===== config.mk =====
export PLATFORM = sky130hd
export DESIGN_NAME = uart_rx_8n1_flat
export DESIGN_NICKNAME = d
export VERILOG_FILES = /design/src/rtl/uart_rx_8n1_if.sv /design/src/rtl/uart_rx_8n1.sv /design/src/flat_wrapper.sv
export SDC_FILE = /design/constraint.sdc
export NUM_CORES = 1
export LEC_CHECK = 0
export CAP_MARGIN = 5
export CORE_UTILIZATION = 60
export DETAILED_ROUTE_END_ITERATION = 10
export MAX_ROUTING_LAYER = met4
export PLACE_DENSITY = 0.9
export SLEW_MARGIN = 0
export SYNTH_ARGS = -nofsm -noshare
export SYNTH_HDL_FRONTEND = slang
export SYNTH_SLANG_ARGS = --single-unit

===== constraint.sdc =====
create_clock -name clk -period 3.9 [get_ports clk]
set_clock_uncertainty 0.2 [all_clocks]
set_input_delay 1.17 -clock clk [delete_from_list [all_inputs] [get_ports clk]]
set_output_delay 1.17 -clock clk [all_outputs]
set_load 0.05 [all_outputs]

===== src/rtl/uart_rx_8n1_if.sv =====
// Consumer-side bus of the 8N1 UART receiver: received byte, valid/ack
// handshake and the two status flags.
interface uart_rx_8n1_if;
   localparam int unsigned BYTE_W = 8;

   logic              rxack;
   logic [BYTE_W-1:0] rxbyte;
   logic              rxvalid;
   logic              rxerror;
   logic              overrun;

   modport master (
      input  rxack,
      output rxbyte,
      output rxvalid,
      output rxerror,
      output overrun
   );

   modport slave (
      output rxack,
      input  rxbyte,
      input  rxvalid,
      input  rxerror,
      input  overrun
   );
endinterface


===== src/rtl/uart_rx_8n1.sv =====
// 8N1 UART receiver with a one-byte holding register, valid/ack handshake,
// framing-error pulse, sticky overrun flag and break handling.
// Optional build macro UART_RX_MAJORITY_EN: every bit sample becomes the
// 2-of-3 vote of the synchronized line around the sample edge.
module uart_rx_8n1 #(
   parameter int unsigned CLKS_PER_BIT = 16
) (
   input  logic          clk,
   input  logic          resetn,
   input  logic          rx,
   uart_rx_8n1_if.master bus
);

   localparam int unsigned CNT_W  = 16;
   localparam int unsigned BYTE_W = 8;
   localparam int unsigned IDX_W  = 3;

   localparam logic [CNT_W-1:0] BIT_LAST  = CNT_W'(CLKS_PER_BIT - 1);
   localparam logic [CNT_W-1:0] HALF_LAST = CNT_W'((CLKS_PER_BIT / 2) - 1);
   localparam logic [IDX_W-1:0] IDX_LAST  = IDX_W'(BYTE_W - 1);

   localparam logic [2:0] ST_IDLE  = 3'd0;
   localparam logic [2:0] ST_START = 3'd1;
   localparam logic [2:0] ST_DATA  = 3'd2;
   localparam logic [2:0] ST_STOP  = 3'd3;
   localparam logic [2:0] ST_BREAK = 3'd4;

   logic              sync1;
   logic              sync2;
   logic              rx_s;
   logic              sample_c;
   logic [1:0]        settle;
   logic              armed;

   logic [2:0]        state;
   logic [2:0]        state_d;
   logic [CNT_W-1:0]  cnt;
   logic [CNT_W-1:0]  cnt_d;
   logic [IDX_W-1:0]  bit_idx;
   logic [IDX_W-1:0]  bit_idx_d;
   logic [BYTE_W-1:0] shift;
   logic [BYTE_W-1:0] shift_d;
   logic              done_c;
   logic              ferr_c;

   // Two-flop synchronizer for the asynchronous serial line (idle high).
   always_ff @(posedge clk) begin
      if (!resetn) begin
         sync1 <= 1'b1;
         sync2 <= 1'b1;
      end else begin
         sync1 <= rx;
         sync2 <= sync1;
      end
   end

   assign rx_s = sync2;

`ifdef UART_RX_MAJORITY_EN
   logic sync3;

   // One-edge-old copy of rx_s, the earliest tap of the vote window.
   always_ff @(posedge clk) begin
      if (!resetn) begin
         sync3 <= 1'b1;
      end else begin
         sync3 <= sync2;
      end
   end

   // Vote over rx_s one edge before, at, and one edge after the sample edge;
   // sync1 is exactly the value rx_s takes on at the following edge.
   assign sample_c = (sync3 & sync2) | (sync3 & sync1) | (sync2 & sync1);
`else
   assign sample_c = rx_s;
`endif

   // The synchronizer shows its reset value for two edges after reset; only
   // arm start detection once it carries the real line and that line is high,
   // so a frame cut by reset cannot be picked up halfway through.
   always_ff @(posedge clk) begin
      if (!resetn) begin
         settle <= 2'd0;
         armed  <= 1'b0;
      end else begin
         if (settle != 2'd2) begin
            settle <= settle + 2'd1;
         end
         if ((settle == 2'd2) && rx_s) begin
            armed <= 1'b1;
         end
      end
   end

   // Receiver state, bit-timing counter, bit index and shift register.
   always_ff @(posedge clk) begin
      if (!resetn) begin
         state   <= ST_IDLE;
         cnt     <= '0;
         bit_idx <= '0;
         shift   <= '0;
      end else begin
         state   <= state_d;
         cnt     <= cnt_d;
         bit_idx <= bit_idx_d;
         shift   <= shift_d;
      end
   end

   // Next-state logic: half a bit to the start-bit centre, then one bit
   // period per data/stop sample.
   always_comb begin
      state_d   = state;
      cnt_d     = cnt + CNT_W'(1);
      bit_idx_d = bit_idx;
      shift_d   = shift;
      done_c    = 1'b0;
      ferr_c    = 1'b0;

      case (state)
         ST_IDLE: begin
            cnt_d     = '0;
            bit_idx_d = '0;
            if (armed && !rx_s) begin
               state_d = ST_START;
            end
         end

         ST_START: begin
            if (cnt == HALF_LAST) begin
               cnt_d = '0;
               if (!sample_c) begin
                  state_d = ST_DATA;
               end else begin
                  state_d = ST_IDLE;
               end
            end
         end

         ST_DATA: begin
            if (cnt == BIT_LAST) begin
               cnt_d     = '0;
               shift_d   = {sample_c, shift[BYTE_W-1:1]};
               bit_idx_d = bit_idx + IDX_W'(1);
               if (bit_idx == IDX_LAST) begin
                  state_d = ST_STOP;
               end
            end
         end

         ST_STOP: begin
            if (cnt == BIT_LAST) begin
               cnt_d = '0;
               if (sample_c) begin
                  done_c  = 1'b1;
                  state_d = ST_IDLE;
               end else begin
                  ferr_c  = 1'b1;
                  state_d = ST_BREAK;
               end
            end
         end

         ST_BREAK: begin
            cnt_d = '0;
            if (rx_s) begin
               state_d = ST_IDLE;
            end
         end

         default: begin
            state_d = ST_IDLE;
            cnt_d   = '0;
         end
      endcase
   end

   // Holding register and handshake: a completing byte always wins over an
   // ack on the same edge; overrun marks a byte lost without an ack.
   always_ff @(posedge clk) begin
      if (!resetn) begin
         bus.rxbyte  <= '0;
         bus.rxvalid <= 1'b0;
         bus.rxerror <= 1'b0;
         bus.overrun <= 1'b0;
      end else begin
         bus.rxerror <= ferr_c;
         if (done_c) begin
            bus.rxbyte  <= shift;
            bus.rxvalid <= 1'b1;
            if (bus.rxvalid) begin
               bus.overrun <= !bus.rxack;
            end
         end else if (bus.rxvalid && bus.rxack) begin
            bus.rxvalid <= 1'b0;
            bus.overrun <= 1'b0;
         end
      end
   end

endmodule

===== src/flat_wrapper.sv =====
// flat-port wrapper written by rule: the top's interface ports become plain ports
module uart_rx_8n1_flat 
#(
   parameter int unsigned CLKS_PER_BIT = 16
)
  (clk, resetn, rx, bus_rxack, bus_rxbyte, bus_rxvalid, bus_rxerror, bus_overrun);
  uart_rx_8n1_if bus_i ();
  input  logic clk;
  input  logic resetn;
  input  logic rx;
  input wire logic [$bits(bus_i.rxack)-1:0] bus_rxack;
  output wire logic [$bits(bus_i.rxbyte)-1:0] bus_rxbyte;
  output wire logic [$bits(bus_i.rxvalid)-1:0] bus_rxvalid;
  output wire logic [$bits(bus_i.rxerror)-1:0] bus_rxerror;
  output wire logic [$bits(bus_i.overrun)-1:0] bus_overrun;
  assign bus_i.rxack = bus_rxack;
  assign bus_rxbyte = bus_i.rxbyte;
  assign bus_rxvalid = bus_i.rxvalid;
  assign bus_rxerror = bus_i.rxerror;
  assign bus_overrun = bus_i.overrun;
  uart_rx_8n1 #(.CLKS_PER_BIT(CLKS_PER_BIT)) u_core (.clk(clk), .resetn(resetn), .rx(rx), .bus(bus_i));
endmodule

==> results.sh <==
export IMPL_fin_nets=222
export IMPL_cts_sinks=46
export IMPL_met1_usage_pct=27.0
export IMPL_yosys_area_share_adder_pct=2.52
export IMPL_worstPathMaxFanout=4
export IMPL_yosys_area_share_xor_xnor_pct=5.28
export IMPL_met3_usage_pct=7.21
export IMPL_clk_latency_ns=0.36
export IMPL_seq_area_frac_synth_pct=46.3
export IMPL_ys_ff_latch=46
export IMPL_yosysWarnings=0
export IMPL_cts_hold_buf=0
export IMPL_drive_gt1_share_pct=8.37
export IMPL_mappedNetlistNets=211
export IMPL_track_usage_pct=24.2
export IMPL_synth_simple_area_share_pct=24.2
export IMPL_drv_cap=0
export IMPL_cp_start_kind="flip-flop"
export IMPL_slew_violations=0
export IMPL_cts_buffers=5
export IMPL_post_cts_buffers=0
export IMPL_ys_flop_type="dfxtp_1"
export IMPL_critical_path_endpoint="bus_rxvalid"
export IMPL_synth_area_per_cell_um2=9.80
export IMPL_instances_no_fill=259
export IMPL_drtAntennaViolNets=0
export IMPL_crit_path_end_kind="output pin"
export IMPL_rows=20
export IMPL_path_class="reg -> out"
export IMPL_post_route_min_period_ns=2.92
export IMPL_start_util_pct=64.1
export IMPL_grt_pass1_wl_mm=6.12
export IMPL_fin_crit_sh_pct=74.9
export IMPL_worstPathArrival_ns=1.55
export IMPL_fp_dieH_um=59.6
export IMPL_netlist_instances=203
export IMPL_ys_types=44
export IMPL_synth_top_family_by_area="simple AND/OR/NAND/NOR gates"
export IMPL_finalSetupViolations=0
export IMPL_clk_pin_slew_worst_paths_ns=0.13
export IMPL_grt_overflow=0
export IMPL_die_area_mm2=0.00355
export IMPL_cp_required_ns=2.53
export IMPL_slowest_stage="clkdlybuf4s50_1"
export IMPL_port_buffers=14
export IMPL_clockBufferDepth=2
export IMPL_wl_mm=3.52
export IMPL_cts_tree="done"
export IMPL_met2_usage_pct=40.6
export IMPL_placed_cell_area_mm2=0.00213
export IMPL_antenna_found_initial=0
export IMPL_die_w_um=59.6
export IMPL_startpoint="u_core.bus.rxvalid"
export IMPL_setup_tns_ns=0
export IMPL_root_buffer="clkbuf_4"
export IMPL_critPathBufInv=1
export IMPL_drt_first_pass_iters=4
export IMPL_first_iter_violations=127
export IMPL_reg2reg_setup_slack_ns=1.33
export IMPL_core_mm2=0.00310
export IMPL_vias_per_cell=5.65
export IMPL_cts_resized=0
export IMPL_status="finished, final reports clean"
export IMPL_dpl_cell_count=251
export IMPL_drc=0
export IMPL_muxShareOfSynthArea_pct=10.1
export IMPL_synth_area_mm2=0.00199
export IMPL_reg2reg_depth=5
export IMPL_crit_cells=1
export IMPL_leakage_uw=0.000742
export IMPL_grt_max_degree=35
export IMPL_reg2reg_to="u_core.shift[0]"
export IMPL_hold_viol_final=0
export IMPL_cpPeakStageDelay_ns=0.81
export IMPL_ios=15
export IMPL_worst_slew_pin_slew_ns=1.23
export IMPL_async_flop_share_pct=0
export IMPL_grt_pass1_vias=1424
export IMPL_r2r_start="u_core.cnt[0]"
export IMPL_final_area_mm2=0.00218
export IMPL_peakVddDrop_uv=355
export IMPL_utilization_pct=70.4
export IMPL_antennaDiodeCount=0
export IMPL_grt_setup_unrepaired="no"
export IMPL_via_count=1463
export IMPL_min_path_type="reg -> reg"
export IMPL_synth_compound_area_share_pct=7.61
export IMPL_max_freq_mhz=342
export IMPL_area_growth_pct=9.81
export IMPL_power_density_mw_per_mm2=356
export IMPL_critPathTopFamily="buffers and inverters"
export IMPL_busiest_layer="met2"
export IMPL_wire_per_inst_um=13.6
export IMPL_slew_limit_headroom_pct=17.9
export IMPL_gp_congestion=0.801
export IMPL_cts_htree_levels=2
export IMPL_critical_path_cell_chain="clkdlybuf4s50_1"
export IMPL_synth_edf_count=0
export IMPL_dpl_hpwl_mm=2.51
[kinds of logic (layout without fill, tap and decap cells)]
kind of cell,Yosys count,in the layout
compound gates,19,19
xor+xnor,12,12
fa+ha+maj,4,4
buf+inv,15,27
flops,46,46
mux,20,20
simple gates,87,87
[sequential cells by signal, summed over array words and instances, names as in the netlist, 2 cells and up]
register           cells
u_core.settle          2
u_core.bit_idx         3
u_core.shift           8
u_core.cnt            16
u_core.state           3
u_core.bus.rxbyte      8
[power by group]
part	total (uW)	internal [uW]	switching, uW
Sequential	494	484	10.4
Clock	218	70.9	147
Combinational	65.0	29.5	35.5
[how the worst min path moves through the flow]
stage,startpoint,depth (start not counted),endpoint
6_report,u_core.sync1,1,u_core.rx_s
5_1_grt,u_core.sync1,1,u_core.rx_s
4_1_cts,u_core.sync1,1,u_core.rx_s
3_5_place_dp,u_core.sync1,1,u_core.rx_s
3_3_place_gp,u_core.sync1,1,u_core.rx_s
2_1_floorplan,u_core.sync1,1,u_core.rx_s
[placed cells by master (no fill, tap or decap), types with 5 or more instances in the layout]
cell,n
dfxtp_1,46
nor3_1,14
nand3_1,7
mux2i_1,20
nand2_1,29
clkdlybuf4s50_1,14
xor2_1,8
o21ai_0,5
clkbuf_4,5
[synthesized netlist by cell type, types with 2 or more instances]
cell / count / area share, %
inv_1: 3 / 0.57
nand3_1: 7 / 1.8
and4_1: 3 / 1.3
a21oi_1: 2 / 0.50
xnor2_1: 4 / 1.8
and3_1: 4 / 1.3
nor3_1: 14 / 3.5
nand2b_1: 3 / 0.94
clkbuf_1: 6 / 1.1
buf_4: 2 / 0.75
mux2i_1: 20 / 10
nand4_1: 4 / 1.3
nor2_1: 2 / 0.38
buf_6: 2 / 1.1
nor4_1: 3 / 0.94
o21a_1: 2 / 0.75
nor2b_1: 4 / 1.3
xor2_1: 8 / 3.5
a211oi_1: 2 / 0.75
dfxtp_1: 46 / 46
nand2_1: 29 / 5.5
and2_1: 4 / 1.3
ha_1: 4 / 2.5
o21ai_0: 5 / 1.3
[per-stage QoR]
stage	hold WS, ns	total power [uW]	worst slack, ns
floorplan	0.186	557	1.64
global placement	0.196	565	1.15
detailed placement	0.211	571	1.03
CTS	0.253	788	0.951
global route	0.271	827	0.876
finish	0.240	778	0.977
[per-layer routing]
metal  wire length (um)  share of wire (%)  vias up
met2               1740                 49       33
met1               1550                 44      682
met5                  0                  0        -
met3                161                4.6        7
met4                 66                1.9        0
li1                   -                  -      741
[cell type report]
type | count | area [um^2]
clock buffer | 6 | 41.3
timing repair buffer | 16 | 155
fill | 245 | 918
clock inverter | 2 | 13.8
multi-input combinational | 142 | 987
inverter | 3 | 11.3
sequential | 46 | 921
tap | 44 | 55.1
Power figures use the tool's default switching activity.
